===== src/rtl/csa_operand_sequencer.sv =====
// ---------------------------------------------------------------------------
// csa_operand_sequencer
//
// Sequential front end for a 16-bit carry-save adder. Collects a stream of
// 16-bit words into triples (A, B, Cin). Each triple is held on the adder
// inputs for SETTLE cycles. The adder's 18-bit result {Cout, SUM} is then
// captured and returned over a result handshake.
//
// Handshake semantics (both channels): a transfer happens on a rising clock
// edge where valid && ready are both 1. The producer holds valid and data
// stable until that edge. ready is decoded from FSM state only and never
// depends on valid.
//
// Ports:
//   clk, rst_n           clock, asynchronous active-low reset
//   in_valid/in_ready    operand word handshake, in_data = word (A, B, Cin order)
//   flush                drops a partially collected triple (LOAD_B/LOAD_C only)
//   csa_a/csa_b/csa_cin  registered operands driven to the adder
//   csa_sum/csa_cout     adder result inputs
//   res_valid/res_ready  result handshake, res_data = {csa_cout, csa_sum}
//   done_cnt             results delivered, wraps modulo 256
//   dbg_state            current FSM state (LOAD_A=0 .. OUT=4)
// ---------------------------------------------------------------------------
module csa_operand_sequencer #(
  parameter int unsigned SETTLE = 1  // legal range 1..15
) (
  input  logic        clk,
  input  logic        rst_n,
  input  logic        in_valid,
  output logic        in_ready,
  input  logic [15:0] in_data,
  input  logic        flush,
  output logic [15:0] csa_a,
  output logic [15:0] csa_b,
  output logic [15:0] csa_cin,
  input  logic [16:0] csa_sum,
  input  logic        csa_cout,
  output logic        res_valid,
  input  logic        res_ready,
  output logic [17:0] res_data,
  output logic [7:0]  done_cnt,
  output logic [2:0]  dbg_state
);

  typedef enum logic [2:0] {
    LOAD_A = 3'd0,
    LOAD_B = 3'd1,
    LOAD_C = 3'd2,
    EVAL   = 3'd3,
    OUT    = 3'd4
  } state_e;

  // Count value on which the adder output is sampled.
  localparam logic [3:0] SETTLE_LAST = 4'(SETTLE - 1);

  state_e      state_q, state_d;
  logic [15:0] a_q, a_d;
  logic [15:0] b_q, b_d;
  logic [15:0] cin_q, cin_d;
  logic [17:0] res_q, res_d;
  logic [7:0]  done_q, done_d;
  logic [3:0]  cnt_q, cnt_d;
  logic        accept;

  assign in_ready  = (state_q == LOAD_A) || (state_q == LOAD_B) ||
                     (state_q == LOAD_C);
  assign res_valid = (state_q == OUT);
  assign accept    = in_valid && in_ready;

  assign csa_a     = a_q;
  assign csa_b     = b_q;
  assign csa_cin   = cin_q;
  assign res_data  = res_q;
  assign done_cnt  = done_q;
  assign dbg_state = state_q;

  always_comb begin
    state_d = state_q;
    a_d     = a_q;
    b_d     = b_q;
    cin_d   = cin_q;
    res_d   = res_q;
    done_d  = done_q;
    cnt_d   = cnt_q;
    case (state_q)
      LOAD_A: begin
        if (accept) begin
          a_d     = in_data;
          state_d = LOAD_B;
        end
      end
      LOAD_B: begin
        // flush wins over a simultaneous accept; the word is dropped.
        if (flush) begin
          state_d = LOAD_A;
        end else if (accept) begin
          b_d     = in_data;
          state_d = LOAD_C;
        end
      end
      LOAD_C: begin
        if (flush) begin
          state_d = LOAD_A;
        end else if (accept) begin
          cin_d   = in_data;
          cnt_d   = 4'd0;
          state_d = EVAL;
        end
      end
      EVAL: begin
        cnt_d = cnt_q + 4'd1;
        if (cnt_q == SETTLE_LAST) begin
          res_d   = {csa_cout, csa_sum};
          state_d = OUT;
        end
      end
      OUT: begin
        if (res_ready) begin
          done_d  = done_q + 8'd1;
          state_d = LOAD_A;
        end
      end
      default: state_d = LOAD_A;
    endcase
  end

  always_ff @(posedge clk or negedge rst_n) begin
    if (!rst_n) begin
      state_q <= LOAD_A;
      a_q     <= '0;
      b_q     <= '0;
      cin_q   <= '0;
      res_q   <= '0;
      done_q  <= '0;
      cnt_q   <= '0;
    end else begin
      state_q <= state_d;
      a_q     <= a_d;
      b_q     <= b_d;
      cin_q   <= cin_d;
      res_q   <= res_d;
      done_q  <= done_d;
      cnt_q   <= cnt_d;
    end
  end

endmodule


===== config.mk =====
export PLATFORM = sky130hd
export DESIGN_NAME = csa_operand_sequencer
export DESIGN_NICKNAME = d
export VERILOG_FILES = /design/src/rtl/csa_operand_sequencer.sv
export SDC_FILE = /design/constraint.sdc
export NUM_CORES = 1
export LEC_CHECK = 0
export ABC_AREA = 1
export CAP_MARGIN = 20
export CORE_MARGIN = 2
export CORE_UTILIZATION = 45
export CTS_BUF_LIST = sky130_fd_sc_hd__clkbuf_8
export DETAILED_ROUTE_END_ITERATION = 7
export PLACE_DENSITY = 0.86
export SLEW_MARGIN = 10
export SYNTH_ARGS = -nofsm -noshare
export SYNTH_HDL_FRONTEND = slang
export SYNTH_SLANG_ARGS = --single-unit
export TNS_END_PERCENT = 50

===== constraint.sdc =====
create_clock -name clk -period 3.71 [get_ports clk]
set_input_delay 0.9275 -clock clk [delete_from_list [all_inputs] [get_ports clk]]
set_output_delay 0.9275 -clock clk [all_outputs]
set_load 0.005 [all_outputs]

# Word level (Yosys, flattened, before mapping)
# Cells that the tools add are included.
# word_totals
regBits	81
inputBits	39
out_inout_bits	79
wordCells	45
# op_classes
addsub	2
n_eq_ne	11
n_mux	11
n_bitwise	1
n_reduce_logical	13
# op_table
cell	n
$mux W3	7
$pmux W3 S5	1
$reduce_and A3 Y1	3
$add A8 B1 Y8 const B	1
$mux W4	2
$ne A2 B2 Y1 const B	4
$pmux W4 S2	1
$eq A3 B2 Y1 const B	2
$ne A3 B3 Y1 const B	2
$reduce_and A2 Y1	3
$reduce_and A5 Y1	1
$add A4 B1 Y4 const B	1
$logic_not A4 Y1	1
$eq A3 B1 Y1 const B	1
$eq A3 B3 Y1 const B	1
$logic_not A3 Y1	1
$logic_or A1 B1 Y1	2
$ne A2 B1 Y1 const B	1
$reduce_bool A2 Y1	1
$logic_and A1 B1 Y1	1
$not A1 Y1	1

# Depth between registers and ports, before layout
# logic_depth
depth_word	7
mapped_depth	8
ltp_nobuf	7

# Least setup slack after synthesis
# OpenSTA, ideal clock, no wires.
# synth_path
path_type	register to output
start	reg state_q[2] (netlist: dbg_state[2])
end	out res_valid
arrival_time_ns	0.780
required_ns	2.783
setup_slack_ns	2.003
stages_incl_launch_ff	3
n_path_buf	0
cell_sequence	dfrtp_1 -> inv_2 -> nor3_1
# synth_between
elab_chain_cells	1
# synth_rtl
item	line	text
start: declaration	56	state_e state_q, state_d;
start signal: assignment	137	state_q <= state_d;
$eq A3 B3 Y1	67	assign res_valid = (state_q == OUT);
end: declaration	38	output logic res_valid,
# No other way between the ends.

# Worst setup path in the final report
# Ends and elaborated chain as after synthesis.

==> metrics.yaml <==
pwr:
  power.density_nw_per_um2: 765
  p_leak_uw: 0.00231
  ir_drop_uv: 385
placed_design:
  dp_hpwl_um: 5420
  io_buffers: 117
  gp_congestion: 0.840
sta:
  fin_crit_ns: 2.62
  period_share: 0.706
  drv_slew: 0
  hold_slack_ns: 0.491
  tightestPinTransition_ns: 0.468
  max_freq_ghz: 0.382
  finalSetupTns_ns: 0
  rsz0062_at_grt: "no"
  max_slew_margin: 0.688
  skew_ns: 0.00903
  finalSetupViolations: 0
  hold_viol: 0
clocking:
  cts_setup_buffers: 0
  cts_tree: "built"
  cts.path.max_buffers: 2
  clkTransAtPathRegs_ns: 0.08
  cts_buffers: 9
  clk_latency_ns: 0.34
  cts-resized-gates: 0
  htreeDepth: 3
  clock-sinks: 81
  root_buffer: "clkbuf_8"
  cts_hold_buf: 0
drt:
  ant_nets: 0
  route.detailed.drc: 0
  drt_first_pass_iters: 4
  routedWlPerCell_um: 13.4
  vias_per_cell: 4.71
  vias: 2703
  routed_wl_um: 7680
  drtIter0Drc: 81
worst_setup_path:
  r2r_end: "res_data[16]"
  reg2reg_slack_ns: 2.11
  slowest_stage: "clkdlybuf4s50_1"
  critPathLaunch: "dbg_state[2]"
  crit_family: "buffers and inverters"
  cp_num_cells: 3
  critPathBufInv: 2
  rr_worst_depth: 5
  endpoint_kind: "primary output"
  crit_type: "flip-flop to primary output"
  critPathRequiredTime_ns: 2.78
  startpoint_type: "flip-flop"
  cpPeakStageDelay_ns: 0.54
  r2r_start: "dbg_state[1]"
  crit_fanout: 9
  critPathArrivalTime_ns: 1.69
  worstSetupEndpoint: "res_valid"
  worstPathCellList: "inv_2, nor3_1, clkdlybuf4s50_1"
die:
  die_w_um: 89.4
  row_count: 31
  core_um2: 7140
  ioPinCount: 118
  die-area_um2: 7990
  die_h_um: 89.4
  initial_core_util: 0.460
synth:
  synth-seq-area-share: 0.618
  synth_nets: 393
  synth_flop_cell: "dfrtp_1"
  synthDistinctLibCells: 23
  synth_cells: 351
  synth_seq_cells: 81
  syn_area_per_cell_um2: 9.34
  async_reset_ff_frac: 1.00
  synth_edf_count: 0
  yosysWarnings: 0
  syn_area_um2: 3280
hold_path:
  hp-class: "flip-flop to flip-flop"
  hold_path_depth: 2
grt:
  grt_max_degree: 82
  grt_pass1_wl_um: 12400
  first_global_vias: 2643
  antenna_found_initial: 0
  grt_usage: 0.203
  grt-ovfl-total: 0
finish:
  diodes: 0
  syn2layout_area_growth_pct: 45.2
  final_nets: 512
  drive_gt1_frac: 0.0547
  fill_cells: 586
job:
  max_cap_viol_count: 0
run_status:
  status: "completed"
-- through the flow --
stage / instances / cell area, um^2 / utilization / worst slack, ns / total power (uW)
after floorplan: 351 / 3280 / - / 2.00 / 2020
after global placement: 557 / 4520 / 0.634 / 1.51 / 2900
after detailed placement: 557 / 4520 / 0.634 / 1.43 / 2990
after CTS: 573 / 4740 / 0.664 / 1.06 / 3680
after global routing: 574 / 4760 / 0.667 / 1.00 / 3910
final: 574 / 4760 / 0.667 / 1.09 / 3650
-- worst min path at each step --
stage | from | to | slack, ns
floorplan | csa_a[0] | csa_a[0] | 0.48
global placement | csa_b[11] | csa_b[11] | 0.47
detailed placement | csa_a[0] | csa_a[0] | 0.47
CTS | csa_a[15] | csa_a[15] | 0.49
global route | res_data[4] | res_data[4] | 0.52
finish | csa_a[15] | csa_a[15] | 0.49
-- worst register-to-register path: stages (launching register included) --
cell and delay (ns):
dfrtp_1 0.51, nand2_2 0.14, nor2_4 0.17, nand4_4 0.39, nand2_1 0.19, o21ai_1 0.08
-- routing by layer --
layer / GRT usage / part of all wire
met5: 0 / 0
met4: 0.0828 / 0.021
met3: 0.0609 / 0.066
met2: 0.327 / 0.48
met1: 0.257 / 0.43
-- synth_stat cells (2+ instances only) --
master	number	area, um^2
xor2_1	4	35.0
dfrtp_1	81	2030
a21oi_1	2	10.0
clkbuf_1	4	15.0
inv_1	50	188
buf_2	7	35.0
nand2_1	94	353
ha_1	3	37.5
buf_6	2	22.5
nor2_1	9	33.8
o21ai_1	18	90.1
o21ai_0	51	255
xnor2_1	3	26.3
nand4_1	4	25.0
o22ai_1	2	12.5
nand3_1	10	50.1
-- area by class of cell --
class | count | area [um^2] | share of cell area
clock buffers | 11 | 151 | 0.0318
well taps | 99 | 124 | 0.0260
flip-flops and latches | 81 | 2030 | 0.426
inverters | 51 | 191 | 0.0402
repair buffers | 121 | 1220 | 0.256
multi-input cells | 206 | 988 | 0.208
clock inverters | 5 | 62.6 | 0.0131
-- flip-flops by register name, summed over array words and instances (netlist names) --
name       count
dbg_state      3
res_data      18
csa_b         16
csa_a         16
cnt_q          4
done_cnt       8
csa_cin       16
-- cells by family after synthesis --
| family | synth area share |
|---|---|
| XOR/XNOR | 0.0187 |
| AND/OR/NAND/NOR | 0.159 |
| flip-flops | 0.618 |
| buffers and inverters | 0.0805 |
| AO/OA/AOI/OAI | 0.112 |
| adder cells (fa/ha/maj) | 0.0114 |
-- power breakdown --
part           switching, uW  internal (uW)  leakage, uW
clock                    321            351     0.000102
sequential               253           1270      0.00101
combinational            585            870      0.00120
-- cell usage in the layout (no fill, tap or decap) --
master,n
o21ai_1,18
clkinvlp_4,2
nand3_1,10
ha_1,3
a21oi_1,2
o21ai_0,51
xor2_1,4
clkdlybuf4s50_1,116
nor3_1,1
nor4_1,1
nand3_2,1
bufinv_16,1
nor2_1,9
inv_6,1
clkinv_4,1
o22ai_1,2
inv_1,50
buf_4,4
nor2_4,1
nand4_1,4
dfrtp_1,81
nand2_2,1
clkbuf_8,11
inv_2,1
nand2_1,94
xnor2_1,3
buf_16,1
nand4_4,1
Note: power is estimated with default switching activity, not from simulation.
